--- src/rtl/atm_ledger_pkg.sv ---
// Shared encodings, account/PIN tables and request record for the account ledger.
// The lockout feature is compiled in with LEDGER_LOCKOUT_EN.
package atm_ledger_pkg;

    localparam int N_ACC     = 10;
    localparam int ACC_WIDTH = 12;
    localparam int PIN_WIDTH = 4;
    localparam int BAL_WIDTH = 11;
    localparam int AMT_WIDTH = 12;
    localparam int MAX_BAL   = 2047;

    typedef enum logic [2:0] {
        OP_FIND     = 3'd0,
        OP_AUTH     = 3'd1,
        OP_READ     = 3'd2,
        OP_DEBIT    = 3'd3,
        OP_CREDIT   = 3'd4,
        OP_TRANSFER = 3'd5
    } op_e;

    typedef enum logic [2:0] {
        ST_OK           = 3'd0,
        ST_NOT_FOUND    = 3'd1,
        ST_BAD_PIN      = 3'd2,
        ST_INSUFFICIENT = 3'd3,
        ST_OVERFLOW     = 3'd4,
        ST_BAD_OP       = 3'd5,
        ST_LOCKED       = 3'd6
    } status_e;

    typedef enum logic [2:0] {
        S_IDLE, S_SRC_SEARCH, S_DST_SEARCH, S_EXEC, S_RESP
    } state_e;

    localparam logic [ACC_WIDTH-1:0] ACC_TABLE [N_ACC] = '{
        12'd2178, 12'd2816, 12'd1024, 12'd1357, 12'd1500,
        12'd1800, 12'd2000, 12'd2468, 12'd3000, 12'd3333
    };

    localparam logic [PIN_WIDTH-1:0] PIN_TABLE [N_ACC] = '{
        4'b0100, 4'b0110, 4'b0001, 4'b0010, 4'b0011,
        4'b0101, 4'b0111, 4'b1000, 4'b1001, 4'b1010
    };

    typedef struct packed {
        logic [2:0]           op;
        logic [ACC_WIDTH-1:0] acc;
        logic [ACC_WIDTH-1:0] dst;
        logic [PIN_WIDTH-1:0] pin;
        logic [AMT_WIDTH-1:0] amount;
    } req_t;

    function automatic logic is_reserved(input logic [2:0] op);
        return op > 3'd5;
    endfunction

endpackage

--- src/rtl/atm_acc_search.sv ---
// Sequential account lookup: compares one table entry per cycle, first compare in the start cycle.
// done/found/index are a one-cycle registered result; key must stay stable while busy.
module atm_acc_search
    import atm_ledger_pkg::*;
#(
    parameter int NUM_ACC = N_ACC,
    parameter int ACC_W   = ACC_WIDTH,
    parameter int IDX_W   = $clog2(NUM_ACC)
) (
    input  logic             clk,
    input  logic             rst_n,
    input  logic             start,
    input  logic [ACC_W-1:0] key,
    output logic             busy,
    output logic             done,
    output logic             found,
    output logic [IDX_W-1:0] index
);

    logic [IDX_W-1:0] idx, cur_idx;
    logic             hit, last;

    always_comb begin
        cur_idx = start ? '0 : idx;
        hit     = (ACC_TABLE[cur_idx] == key);
        last    = (cur_idx == IDX_W'(NUM_ACC - 1));
    end

    always_ff @(posedge clk or negedge rst_n) begin
        if (!rst_n) begin
            busy  <= 1'b0;
            done  <= 1'b0;
            found <= 1'b0;
            index <= '0;
            idx   <= '0;
        end else begin
            done <= 1'b0;
            if (start || busy) begin
                if (hit || last) begin
                    busy  <= 1'b0;
                    done  <= 1'b1;
                    found <= hit;
                    index <= cur_idx;
                end else begin
                    busy <= 1'b1;
                    idx  <= cur_idx + IDX_W'(1);
                end
            end
        end
    end

endmodule

--- src/rtl/atm_account_ledger.sv ---
// Account ledger responder: owns all balances, serves FIND/AUTH/READ/DEBIT/CREDIT/TRANSFER.
// Define LEDGER_LOCKOUT_EN to build per-account bad-PIN counters and the LOCKED status.
module atm_account_ledger
    import atm_ledger_pkg::*;
#(
    parameter int NUM_ACC = N_ACC,
    parameter int ACC_W   = ACC_WIDTH,
    parameter int PIN_W   = PIN_WIDTH,
    parameter int BAL_W   = BAL_WIDTH,
    parameter int AMT_W   = AMT_WIDTH,
    parameter int DEF_BAL = 500
) (
    input  logic             clk,
    input  logic             rst_n,
    input  logic             req_valid,
    output logic             req_ready,
    input  logic [2:0]       req_op,
    input  logic [ACC_W-1:0] req_acc,
    input  logic [PIN_W-1:0] req_pin,
    input  logic [ACC_W-1:0] req_dst_acc,
    input  logic [AMT_W-1:0] req_amount,
    output logic             rsp_valid,
    input  logic             rsp_ready,
    output logic [2:0]       rsp_status,
    output logic [BAL_W-1:0] rsp_balance
);

    localparam int IDX_W = $clog2(NUM_ACC);
    localparam int AW1   = AMT_W + 1;

    state_e                      state, state_nxt;
    req_t                        req;
    logic [IDX_W-1:0]            src_idx, dst_idx;
    logic [NUM_ACC-1:0][BAL_W-1:0] bal;
    status_e                     st_q;
    logic [BAL_W-1:0]            bal_q;

    logic             accept, src_hit, s_start, s_busy, s_done, s_found;
    logic [ACC_W-1:0] s_key;
    logic [IDX_W-1:0] s_index;

    logic [BAL_W-1:0] src_bal, dst_bal, src_new, dst_new;
    logic [AW1-1:0]   sb, db, amt;
    status_e          ex_st;
    logic             wr_src, wr_dst;

`ifdef LEDGER_LOCKOUT_EN
    logic [NUM_ACC-1:0][1:0] bad_cnt;
    logic                    locked;
`endif

    assign req_ready   = (state == S_IDLE);
    assign rsp_valid   = (state == S_RESP);
    assign rsp_status  = st_q;
    assign rsp_balance = bal_q;
    assign accept      = req_valid && req_ready;
    assign src_hit     = (state == S_SRC_SEARCH) && s_done && s_found;

    // The destination search launches in the same cycle the source hit lands.
    assign s_start = ((state == S_SRC_SEARCH) && !s_busy && !s_done) ||
                     (src_hit && req.op == OP_TRANSFER);
    assign s_key   = (state == S_DST_SEARCH || src_hit) ? req.dst : req.acc;

    atm_acc_search #(.NUM_ACC(NUM_ACC), .ACC_W(ACC_W), .IDX_W(IDX_W)) u_search (
        .clk   (clk),
        .rst_n (rst_n),
        .start (s_start),
        .key   (s_key),
        .busy  (s_busy),
        .done  (s_done),
        .found (s_found),
        .index (s_index)
    );

    always_ff @(posedge clk or negedge rst_n) begin
        if (!rst_n) state <= S_IDLE;
        else        state <= state_nxt;
    end

    always_comb begin
        state_nxt = state;
        case (state)
            S_IDLE:       if (accept) state_nxt = is_reserved(req_op) ? S_RESP : S_SRC_SEARCH;
            S_SRC_SEARCH: if (s_done) begin
                              if (!s_found)                    state_nxt = S_RESP;
                              else if (req.op == OP_TRANSFER)  state_nxt = S_DST_SEARCH;
                              else                             state_nxt = S_EXEC;
                          end
            S_DST_SEARCH: if (s_done) state_nxt = s_found ? S_EXEC : S_RESP;
            S_EXEC:       state_nxt = S_RESP;
            S_RESP:       if (rsp_ready) state_nxt = S_IDLE;
            default:      state_nxt = S_IDLE;
        endcase
    end

    // Widened arithmetic so neither sum nor comparison can wrap.
    always_comb begin
        src_bal = bal[src_idx];
        dst_bal = bal[dst_idx];
        sb      = AW1'(src_bal);
        db      = AW1'(dst_bal);
        amt     = AW1'(req.amount);
        ex_st   = ST_OK;
        src_new = src_bal;
        dst_new = dst_bal;
        wr_src  = 1'b0;
        wr_dst  = 1'b0;
        case (req.op)
            OP_AUTH:   if (req.pin != PIN_TABLE[src_idx]) ex_st = ST_BAD_PIN;
            OP_DEBIT:  if (amt > sb) ex_st = ST_INSUFFICIENT;
                       else begin
                           src_new = BAL_W'(sb - amt);
                           wr_src  = 1'b1;
                       end
            OP_CREDIT: if (sb + amt > AW1'(MAX_BAL)) ex_st = ST_OVERFLOW;
                       else begin
                           src_new = BAL_W'(sb + amt);
                           wr_src  = 1'b1;
                       end
            OP_TRANSFER: begin
                if (amt > sb) ex_st = ST_INSUFFICIENT;
                else if (src_idx != dst_idx) begin
                    if (db + amt > AW1'(MAX_BAL)) ex_st = ST_OVERFLOW;
                    else begin
                        src_new = BAL_W'(sb - amt);
                        dst_new = BAL_W'(db + amt);
                        wr_src  = 1'b1;
                        wr_dst  = 1'b1;
                    end
                end
            end
            default: ;
        endcase
`ifdef LEDGER_LOCKOUT_EN
        locked = (bad_cnt[src_idx] == 2'd3);
        if (locked) begin
            ex_st   = ST_LOCKED;
            src_new = src_bal;
            wr_src  = 1'b0;
            wr_dst  = 1'b0;
        end
`endif
    end

    always_ff @(posedge clk or negedge rst_n) begin
        if (!rst_n) begin
            req     <= '0;
            src_idx <= '0;
            dst_idx <= '0;
            st_q    <= ST_OK;
            bal_q   <= '0;
            for (int k = 0; k < NUM_ACC; k++) bal[k] <= BAL_W'(DEF_BAL);
        end else begin
            case (state)
                S_IDLE: if (accept) begin
                    req.op     <= req_op;
                    req.acc    <= req_acc;
                    req.dst    <= req_dst_acc;
                    req.pin    <= req_pin;
                    req.amount <= req_amount;
                    if (is_reserved(req_op)) begin
                        st_q  <= ST_BAD_OP;
                        bal_q <= '0;
                    end
                end
                S_SRC_SEARCH: if (s_done) begin
                    src_idx <= s_index;
                    if (!s_found) begin
                        st_q  <= ST_NOT_FOUND;
                        bal_q <= '0;
                    end
                end
                S_DST_SEARCH: if (s_done) begin
                    dst_idx <= s_index;
                    if (!s_found) begin
                        st_q  <= ST_NOT_FOUND;
                        bal_q <= '0;
                    end
                end
                S_EXEC: begin
                    st_q  <= ex_st;
                    bal_q <= src_new;
                    if (wr_src) bal[src_idx] <= src_new;
                    if (wr_dst) bal[dst_idx] <= dst_new;
                end
                default: ;
            endcase
        end
    end

`ifdef LEDGER_LOCKOUT_EN
    // Counter saturates at 3 because a locked account never reaches the AUTH update again.
    always_ff @(posedge clk or negedge rst_n) begin
        if (!rst_n) begin
            bad_cnt <= '0;
        end else if (state == S_EXEC && req.op == OP_AUTH && !locked) begin
            if (ex_st == ST_BAD_PIN) bad_cnt[src_idx] <= bad_cnt[src_idx] + 2'd1;
            else                     bad_cnt[src_idx] <= '0;
        end
    end
`endif

endmodule

--- config.mk ---
export PLATFORM = sky130hd
export DESIGN_NAME = atm_account_ledger
export DESIGN_NICKNAME = d
export VERILOG_FILES = /design/src/rtl/atm_ledger_pkg.sv /design/src/rtl/atm_acc_search.sv /design/src/rtl/atm_account_ledger.sv
export SDC_FILE = /design/constraint.sdc
export NUM_CORES = 1
export LEC_CHECK = 0
export ABC_AREA = 1
export BUFFER_PORTS_ARGS = -buffer_cell sky130_fd_sc_hd__clkbuf_2
export CORE_MARGIN = 2
export CORE_UTILIZATION = 48
export CTS_BUF_LIST = sky130_fd_sc_hd__clkbuf_8
export DETAILED_ROUTE_END_ITERATION = 8
export PLACE_DENSITY = 0.63
export SYNTH_ARGS = -nofsm -noshare
export SYNTH_HDL_FRONTEND = slang
export SYNTH_HIERARCHICAL = 1
export SYNTH_SLANG_ARGS = --single-unit
--- constraint.sdc ---
create_clock -name clk -period 7 [get_ports clk]
set_input_delay 1.05 -clock clk [delete_from_list [all_inputs] [get_ports clk]]
set_output_delay 1.05 -clock clk [all_outputs]
set_load 0.05 [all_outputs]
Word level (Yosys, flattened, before mapping) --
Memories as Yosys holds them, arrays and structs flattened. Index checks and enable logic that the tools add are counted. Widths: inputs -> output; s select.
Storage, ports and cells: input bits 47, output and inout port bits 16, bits in registers 189, memory bits (read-only) 256, word-level logic and storage cells 152, memories kept 2
Cells by class: add/sub/neg operators 4, muxes and demuxes 65, reduce and logical (&&, ||, !) cells 24, bitwise logic cells 3, equality and inequality tests 19, magnitude comparators 10
Memories:
- (name not given) | words 16, width 12, read ports 1, clocked after Yosys merged registers in 0, write ports 0, line atm_acc_search.sv:25 | hit = (ACC_TABLE[cur_idx] == key);
- (name not given) | words 16, width 4, read ports 1, clocked after Yosys merged registers in 0, write ports 0, line atm_account_ledger.sv:109 | OP_AUTH: if (req.pin != PIN_TABLE[src_idx]) ex_st = ST_BAD_PIN;
Operator list (number):
- $mux 110 | 3
- $bwmux 110 | 2
- $mux 11 | 17
- $bmux 11 s4 | 2
- $demux 11 s4 | 2
- $pmux 11 s3 | 2
- $mux 3 | 15
- $mux 12 | 3
- $add 11x12->13 | 2
- $gt 13x11->1 const B | 2
- $pmux 3 s5 | 1
- $eq 12x12->1 | 1
- $gt 12x11->1 | 1
- $mux 4 | 3
- $ne 2x1->1 const B | 6
- $pmux 3 s4 | 1
- $sub 11x11->11 | 1
- $ge 5x5->1 const B | 2
- $lt 4x5->1 const B | 2
- $mux 1 | 10
- $not 4->5 | 2
- $reduce_and 2->1 | 5
- $eq 3x2->1 const B | 3
- $eq 3x3->1 const B | 3
- other kinds (19) | 34

Logic depth before layout (Yosys ltp) --
word-level depth 14, gate-level depth with buffers 33, mapped depth without buffers 28

Modules after synthesis --
Netlist, hierarchy kept.
Modules (own cells, without submodules):
- atm_account_ledger | cells each 2099, sequential area each 4529.3 um^2, instances 1, area an instance 14208.6 um^2
- atm_acc_search | cells each 167, sequential area each 275.3 um^2, instances 1, area an instance 1177.4 um^2

Least setup slack after synthesis --
OpenSTA, ideal clock, no wires.
path type register to register, start point reg src_idx[0], end point reg bal[56] in the netlist's numbering, cell stages (with the launch flop) 26, slack 3.134 ns, clock period less this slack 3.866 ns, setup time 0.117 ns, required time 6.883 ns, path buffers 5, arrival time 3.750 ns, path through dfrtp_1 buf_2 inv_1 clkbuf_1 clkbuf_1 a21oi_1 o21ai_0 nand3_1 a22oi_1 inv_1 ha_1 fa_1 nand3_1 nand2_1 nand2_1 nand2_1 nand2_1 nand4_2 nand3_4 buf_6 nand3_2 buf_4 a21oi_1 nand2_1 nand2_1 nand2_1
Between the ends: cells in the longest elaborated chain, start to end 12, elaborated cells between the ends (all ways) 32, classes of those cells 2 x add/sub; 4 x order compare; 1 x eq/ne; 24 x mux; 1 x reduce/logical
RTL lines:
- start: declaration | line atm_account_ledger.sv:33 | logic [IDX_W-1:0] src_idx, dst_idx;
- start signal: assignment | line atm_account_ledger.sv:167 | src_idx <= s_index;
- branches (longest 11 deep; another with $add 11x12->13)
- $mux 110 * | line atm_account_ledger.sv:184 | if (wr_dst) bal[dst_idx] <= dst_new;
- end signal: indexed assignment | line atm_account_ledger.sv:183 | if (wr_src) bal[src_idx] <= src_new;
- end signal: indexed assignment | line atm_account_ledger.sv:184
- end: declaration | line atm_account_ledger.sv:34 | logic [NUM_ACC-1:0][BAL_W-1:0] bal;
Every way passes the cells marked *. The select of a mux whose other input is x is not followed. A chain may end at the register's enable or synchronous reset.

Final worst setup path --
start point reg src_idx[1], end point reg bal[15] in the netlist's numbering
The elaborated chain is that of the path after synthesis.

==> impl_metrics.json <==
{
  "grt_first_pass_wirelength_um": 85600,
  "antenna_cells": 0,
  "crit_type": "register to register",
  "top_usage_layer": "met2",
  "async_flop_share_pct": 100,
  "max_freq_mhz": 168,
  "reg2reg_depth": 24,
  "cts_sinks": 189,
  "cts_made_buffers": 17,
  "leakage_nw": 8.62,
  "slew_viol_final": 0,
  "synth_most_common_cell": "nand2_1",
  "synth_area_um2": 15400,
  "netlist-cell-type-count": 64,
  "start_kind": "register",
  "grt_pass1_vias": 14600,
  "io_buffers": 62,
  "synth_seq_cells": 189,
  "dieArea_um2": 33500,
  "overflow": 0,
  "r2r_start": "src_idx[1]",
  "p_sw_w": 0.00262,
  "p_clk_share_pct": 16.2,
  "max_slew_margin_pct": 30.2,
  "dp_slack_ns": 1.28,
  "synth_top_cell_area_share_pct": 21.0,
  "synth_cells": 2266,
  "post-route-drc-count": 0,
  "layout_setup_ws_ns": 1.06,
  "seq_power_share_pct": 28.9,
  "synth_common_cells": "nand2_1, a21oi_1, nor2_1, inv_1, dfrtp_1",
  "clk_path_buf_depth": 2,
  "fp.dieW_um": 183,
  "drt_iter0_markers": 1642,
  "worstHoldStart": "bal[84]",
  "clk_pin_slew_ns": 0.11,
  "firstDrtPassIters": 7,
  "cp.arrival_ns": 6.40,
  "fillers": 3256,
  "wl_per_cell_um": 20.6,
  "timing.final.crit_period_ns": 5.94,
  "grt_use_met3_pct": 6.99,
  "cp_slowest_stage_delay_ns": 0.91,
  "routed_wl_um": 54900,
  "hpwl_um": 39100,
  "fin_worst_skew_ns": 0.0260,
  "cp_common_cell": "nand2_1",
  "ys_top_cells_by_area": "dfrtp_1, nand2_1, dfstp_2",
  "die_h_um": 183,
  "synth-edff-count": 0,
  "cp.required_ns": 7.46,
  "peakVddDrop_mv": 0.195,
  "setup_viol": 0,
  "grt_use_total_pct": 33.5,
  "p_int_w": 0.00241,
  "cts_tree": "built",
  "critPathMaxFanout": 19,
  "ys_warn_count": 6,
  "hold_viol": 0,
  "root_buffer": "clkbuf_8",
  "power.density_nw_per_um2": 312,
  "ioPinCount": 63,
  "grt_max_degree": 99,
  "fin_setup_tns_ns": 0,
  "worstSetupEndpointType": "register",
  "cap_viol_max_count": 0,
  "status": "complete, no violations",
  "clkLatencyLatePin_ns": 0.54,
  "row_count": 65,
  "cp_cell_sequence": "nor2_1 > inv_1 > nor2_1 > o21ai_0 > nand3_1 > a21oi_1 > inv_1 > ha_1 > nand2_1 > nand2_1 > nand2_1 > nand2_1 > nand2_1 > nand2_1 > o21ai_2 > nand2_1 > nand3_4 > inv_1 > nand2_1 > nand3_1 > nand2_1 > nand2_1 > nand2_1 > nand2_1",
  "holdPathStages": 2,
  "via_count": 15500,
  "fin_hold_ws_ns": 0.483,
  "postCtsSetupBuffers": 0,
  "ctsHoldBuffers": 0,
  "antenna_found_initial": 1,
  "syn_nets": 2374,
  "dpl.cell_count": 2637,
  "coreArea_um2": 31600,
  "drive_gt1_share_pct": 15.0,
  "worst_r2r_endpoint": "bal[15]",
  "swShare_pct": 52.1,
  "ys_seq_area_share_pct": 31.2,
  "hold_path.class": "register to register",
  "seqCellArea_um2": 4810,
  "multi_input_area_um2": 9270,
  "ant_nets": 0,
  "reg2reg_setup_slack_ns": 1.06,
  "synth_top_area_cell": "dfrtp_1",
  "grt_setup_unrepaired": "false",
  "gp_congestion": 1.06,
  "area_delta_synth_final_pct": 4.81,
  "synth_ff_type": "dfrtp_1",
  "final_cells": 2669,
  "syn_area_per_cell_um2": 6.79,
  "nets": 2362,
  "slowest_stage": "dfrtp_1",
  "grt.met2_usage_pct": 51.3,
  "worst_pin_slew_ns": 1.05,
  "htree_num_levels": 4,
  "start_util_pct": 48.8,
  "hold_end": "bal[84]",
  "viasPerCell": 5.79,
  "cts_resized": 0,
  "met1_usage_pct": 46.2,
  "combPwrFrac_pct": 54.9,
  "period_share_pct": 84.9
}
[metrics by stage]
step                      power, W  area [µm²]  util (%)
after floorplan            0.00338       15400         -
after global placement     0.00415       15700      49.8
after detailed placement   0.00417       15700      49.8
after CTS                  0.00499       16100      51.1
after global routing       0.00536       16100      51.1
final                      0.00503       16100      51.1
[power by group through the flow]
| stage | clock, W | combinational (W) | sequential, W |
|---|---|---|---|
| finish | 0.000817 | 0.00276 | 0.00145 |
| global route | 0.000863 | 0.00302 | 0.00147 |
| CTS | 0.000823 | 0.00272 | 0.00145 |
| detailed placement | 0 | 0.00270 | 0.00147 |
| global placement | 0 | 0.00269 | 0.00146 |
| floorplan | 0 | 0.00199 | 0.00139 |
[placed cells by master, fill, tap and decap left out, drive strengths merged, types with 11 or more instances in the layout]
cell type | Yosys | routed
nand2 | 871 | 871
a31oi | 23 | 23
a22oi | 26 | 26
nand4 | 12 | 12
nor2 | 206 | 206
ha | 58 | 58
mux2 | 42 | 42
a21oi | 212 | 212
dfrtp | 129 | 129
o21ai | 116 | 116
a32oi | 11 | 11
xor2 | 19 | 19
inv | 179 | 187
nand3 | 117 | 117
dfstp | 60 | 60
buf | 62 | 17
clkbuf | 48 | 79
xnor2 | 11 | 11
[layout make-up]
class                   instances  area share, %
multi-input cells            1784           57.5
flip-flops and latches        189           29.8
inverters                     183           4.28
well taps                     402           3.12
repair buffers                 79           2.77
clock buffers                  17           1.45
clock inverters                15           1.08
[registers in the layout, indices dropped and copies added, names as in the netlist, 3 cells and up]
name and cells:
bal 110, rsp_balance 11, src_idx 4, dst_idx 4
state 3, req 31, u_search/index 4, amt 12
rsp_status 3, u_search/idx 4
[worst max-delay path, delay by kind of cell (launching register included)]
family / cells / cell delay [ns]
buf+inv: 3 / 0.75
simple gates: 17 / 2.79
compound gates: 3 / 0.96
fa+ha+maj: 1 / 0.41
flops: 1 / 0.91
[per-layer routing]
layer / share of wire [%] / routed length (µm)
met4: 3.8 / 2100
met3: 8.6 / 4740
met2: 43 / 23800
met1: 44 / 24300
met5: 0.066 / 36
[worst max path at each step]
stage                      to       start  depth (start not counted)
2_1_floorplan         bal[56]  src_idx[0]                         25
4_1_cts               bal[15]  src_idx[1]                         24
6_report              bal[15]  src_idx[1]                         24
3_3_place_gp   rsp_balance[2]  src_idx[1]                         21
5_1_grt               bal[15]  src_idx[1]                         24
3_5_place_dp   rsp_balance[2]  src_idx[1]                         21
[logic make-up after synthesis]
kind of cell	Yosys count	share of synthesized area (%)
xor gates and xnor gates	30	1.71
adders and majority gates	61	5.11
buffers and inverters	293	8.59
and+or+nand+nor	1225	34.1
AOI/OAI and AO/OA	426	16.2
DFF	189	31.2
muxes	42	3.07
No activity file was read; power rests on OpenSTA's default activity.
